[src/rtl/mu0_pkg.sv]
// MU0 shared constants: sequencer state encoding,
// opcodes and ALU function codes.
package mu0_pkg;

  localparam logic [1:0] S_FETCH   = 2'b00;
  localparam logic [1:0] S_EXECUTE = 2'b01;
  localparam logic [1:0] S_HALT    = 2'b10;

  localparam logic [3:0] OP_LDA = 4'h0;
  localparam logic [3:0] OP_STA = 4'h1;
  localparam logic [3:0] OP_ADD = 4'h2;
  localparam logic [3:0] OP_SUB = 4'h3;
  localparam logic [3:0] OP_JMP = 4'h4;
  localparam logic [3:0] OP_JGE = 4'h5;
  localparam logic [3:0] OP_JNE = 4'h6;
  localparam logic [3:0] OP_STP = 4'h7;

  localparam logic [1:0] M_PASSY = 2'b00;
  localparam logic [1:0] M_ADD   = 2'b01;
  localparam logic [1:0] M_INC   = 2'b10;
  localparam logic [1:0] M_SUB   = 2'b11;

endpackage

[src/rtl/mu0_control.sv]
// MU0 control unit: fetch/execute/halt sequencer
// with combinational decode of register enables and strobes.
module mu0_control
  import mu0_pkg::*;
(
  input  logic       Clk,
  input  logic       Reset,
  input  logic [3:0] F,
  input  logic       N,
  input  logic       Z,
  output logic       X_sel,
  output logic       Y_sel,
  output logic       Addr_sel,
  output logic       PC_En,
  output logic       IR_En,
  output logic       Acc_En,
  output logic [1:0] M,
  output logic       Rd,
  output logic       Wr,
  output logic       Halted
);

  logic [1:0] state;
  logic [1:0] state_nxt;

  always_ff @(posedge Clk or negedge Reset) begin
    if (!Reset) state <= S_FETCH;
    else        state <= state_nxt;
  end

  // Reset gates the decode so outputs drop without a clock edge.
  always_comb begin
    X_sel     = 1'b0;
    Y_sel     = 1'b0;
    Addr_sel  = 1'b0;
    PC_En     = 1'b0;
    IR_En     = 1'b0;
    Acc_En    = 1'b0;
    M         = M_PASSY;
    Rd        = 1'b0;
    Wr        = 1'b0;
    Halted    = 1'b0;
    state_nxt = S_FETCH;
    if (Reset) begin
      case (state)
        S_FETCH: begin
          Rd        = 1'b1;
          IR_En     = 1'b1;
          PC_En     = 1'b1;
          M         = M_INC;
          state_nxt = S_EXECUTE;
        end
        S_EXECUTE: begin
          case (F)
            OP_LDA: begin
              Addr_sel = 1'b1;
              Rd       = 1'b1;
              Y_sel    = 1'b1;
              Acc_En   = 1'b1;
            end
            OP_STA: begin
              Addr_sel = 1'b1;
              Wr       = 1'b1;
              X_sel    = 1'b1;
            end
            OP_ADD, OP_SUB: begin
              Addr_sel = 1'b1;
              Rd       = 1'b1;
              X_sel    = 1'b1;
              Y_sel    = 1'b1;
              Acc_En   = 1'b1;
              M        = (F == OP_ADD) ? M_ADD : M_SUB;
            end
            OP_JMP: PC_En = 1'b1;
            OP_JGE: PC_En = ~N;
            OP_JNE: PC_En = ~Z;
            OP_STP: state_nxt = S_HALT;
            default: ;
          endcase
        end
        S_HALT: begin
          Halted    = 1'b1;
          state_nxt = S_HALT;
        end
        default: state_nxt = S_FETCH;
      endcase
    end
  end

endmodule

[config.mk]
export PLATFORM = sky130hd
export DESIGN_NAME = mu0_control
export DESIGN_NICKNAME = d
export VERILOG_FILES = /design/src/rtl/mu0_pkg.sv /design/src/rtl/mu0_control.sv
export SDC_FILE = /design/constraint.sdc
export NUM_CORES = 1
export LEC_CHECK = 0
export CAP_MARGIN = 10
export CORE_AREA = 5 5 42 44
export CTS_CLUSTER_SIZE = 8
export DETAILED_ROUTE_END_ITERATION = 6
export DIE_AREA = 0 0 47 49
export GPL_TIMING_DRIVEN = 0
export PLACE_DENSITY = 0.53
export SLEW_MARGIN = 20
export SYNTH_ARGS = -nofsm -noshare
export SYNTH_HDL_FRONTEND = slang
export SYNTH_SLANG_ARGS = --single-unit
[constraint.sdc]
create_clock -name Clk -period 1.06 [get_ports Clk]
set_clock_uncertainty 0.05 [all_clocks]
set_input_delay 0.212 -clock Clk [delete_from_list [all_inputs] [get_ports Clk]]
set_output_delay 0.212 -clock Clk [all_outputs]
set_load 0.02 [all_outputs]
==> impl_metrics.ini <==
[outcome]
status = finished, violations left
violations = negative setup slack

[setup_path]
slowest_delay_ns = 0.37
critPathKind = reg2out
crit_required_ns = 0.80
end_kind = primary output
crit_fanout = 5
crit_slowest_cell = dfrtp_1
r2r-start = state[1]
r2r_end = state[1]
crit_top_cell = buf_6
worst_ep_arrival_time_ns = 1.25
cp_cell_sequence = nand4b_1, buf_6, a21oi_4, buf_6, buf_6
start_kind = flip-flop
r2r_slack_ns = 0.02
reg2reg_depth = 3

[finish]
final_cell_mix = buf_4, buf_6, nor2_1, dlygate4sd2_1
instances_no_fill = 72
final_common_cell = buf_4
reg_top3 = state x2
top_register = state
drive_gt1_frac = 0.4821
nets = 66
seq_area_um2 = 51.30
multi_input_area_um2 = 147.6
diodes = 0
largest_register_ffs = 2
syn_to_final_growth_pct = 148.4
fillers = 169

[cts]
clkTransAtPathRegs_ns = 0.03
h-tree-depth = 1
clock_tree.root_cell = clkbuf_4
cts_buffers = 3
max-clock-path-buffers = 2
clk_latency_ns = 0.22
cts_tree = built
cts_sinks = 2

[logic_synthesis]
synthCells = 28
ys_seq_area_frac = 0.2614
synth_area_um2 = 191.4
synth_nets = 36
avgSynthCellArea_um2 = 6.837
ys_ff_latch = 2
yosysWarnings = 0
synth_top_area_share = 0.2614
yosys.cell_types.count = 14
synth_top_area_cell = dfrtp_1
synth_area_leaders = dfrtp_1, nor2_1, a21oi_1

[route]
avgViaCountPerCell = 4.153
first_iter_violations = 1
drc_errors = 0
ant_nets = 0
drt_pre_antenna_iters = 2
drt_wl_total_um = 768
vias = 299
wire_per_inst_um = 10.67

[global_route]
antenna_found_initial = 0
grt_pass1_vias = 251
grt_max_degree = 8
overflow = 0
grt_pass1_wl_mm = 1.055
grt_util_all_layers = 0.06765

[timing]
worst_pin_slew_ns = 0.3131
rsz0062_at_grt = yes
finalCriticalPeriod_ns = 1.517
timing.final.crit_share = 1.431
fmax_mhz = 659.4
slew_headroom = 0.7913
hold_viol = 0
slew_violations = 0
fin_ws_ns = -0.4566
setup_viol = 11

[power]
ir_worst_vdd_mv = 0.3135
p_switching_w = 0.0001103
power_density_mw_per_mm2 = 795.2
p_int_w = 0.0002678
switching_share = 0.2918
power_frac_seq = 0.227
pwr-share-clk = 0.440
leakage_nw = 0.2416
total_power_w = 0.0003781
power_frac_comb = 0.333

[placed_design]
placedCellCount = 62
numPortBuffers = 18
place.gp.congestion = 0.6727
dpl.hpwl_um = 539.7

[die]
die_y_um = 49
rows = 14
initial_core_util = 0.1366
dieArea_mm2 = 0.002303
die_w_um = 47
ios = 19
core_area_mm2 = 0.001401

[min_path]
whs_path_depth = 2
min_from = Reset
min_path_type = in2reg
min_to = state[1]

[flow_run]
max-cap-violations = 0
logic make-up after synthesis:
family	Yosys count	synth area share
AO/OA/AOI/OAI	6	0.1765
buffers and inverters	3	0.07846
flip-flops	2	0.2614
AND/OR/NAND/NOR	17	0.4837
per-stage QoR:
step | area (µm²) | util | TNS [ns] | hold slack [ns] | setup slack [ns]
after floorplan | 206.4 | - | -1.497 | -0.1336 | -0.2700
after global placement | 406.6 | 0.2902 | -11.96 | 0.3874 | -1.230
after detailed placement | 406.6 | 0.2902 | -12.07 | 0.3907 | -1.241
after CTS | 456.7 | 0.3259 | -3.995 | 0.3959 | -0.4601
after global routing | 475.5 | 0.3393 | -4.884 | 0.4361 | -0.5302
final | 475.5 | 0.3393 | -4.028 | 0.4101 | -0.4566
layout make-up:
| cell class | count | share of cell area |
|---|---|---|
| clock buffers | 3 | 0.04737 |
| well taps | 16 | 0.04211 |
| multi-input cells | 23 | 0.3105 |
| plain buffers | 1 | 0.02368 |
| inverters | 2 | 0.01579 |
| repair buffers | 25 | 0.4526 |
| flip-flops and latches | 2 | 0.1079 |
synth_stat cells, drive strengths merged:
| cell | number |
|---|---|
| nand3 | 2 |
| and2b | 1 |
| and3b | 1 |
| nand2 | 2 |
| buf | 1 |
| and4b | 1 |
| nand4b | 1 |
| dfrtp | 2 |
| a21oi | 4 |
| a31o | 1 |
| inv | 2 |
| nor2 | 7 |
| nand2b | 2 |
| o21ai | 1 |
power groups by stage:
stage	sequential [W]	clock (W)	combinational [W]
after global placement	0.0000867	0	0.000122
final	0.0000858	0.000166	0.000126
after floorplan	0.0000853	0	0.0000512
after detailed placement	0.0000868	0	0.000122
after CTS	0.0000858	0.000181	0.000124
after global routing	0.0000868	0.000190	0.000135
worst max path at each step:
stage               startpoint     to  slack, ns
global route          state[1]  Y_sel      -0.53
finish                state[1]  Y_sel      -0.46
CTS                   state[1]  Y_sel      -0.46
global placement          F[3]  Y_sel      -1.23
detailed placement        F[3]  Y_sel      -1.24
floorplan             state[1]  Y_sel      -0.27
worst max-delay path, delay by kind of cell (launching register included):
kind	cells	cell delay, ns
flip-flops	1	0.37
buffers and inverters	3	0.36
AND/OR/NAND/NOR	1	0.19
AO/OA/AOI/OAI	1	0.12
repair_timing:
item,CTS,global route
setup endpoints to repair,12,12
setup buffers,5,1
resized for setup,65,3
hold endpoints to repair,2,0
hold buffers,1,0
pin swaps,1,1
per-layer routing:
layer / part of all wire / vias up / track usage
li1: - / 151 / -
met1: 0.41 / 132 / 0.07930
met2: 0.45 / 14 / 0.08597
met3: 0.13 / 2 / 0.01476
met4: 0.010 / 0 / 0.08295
met5: 0 / - / 0
No activity file was read; power rests on OpenSTA's default activity.
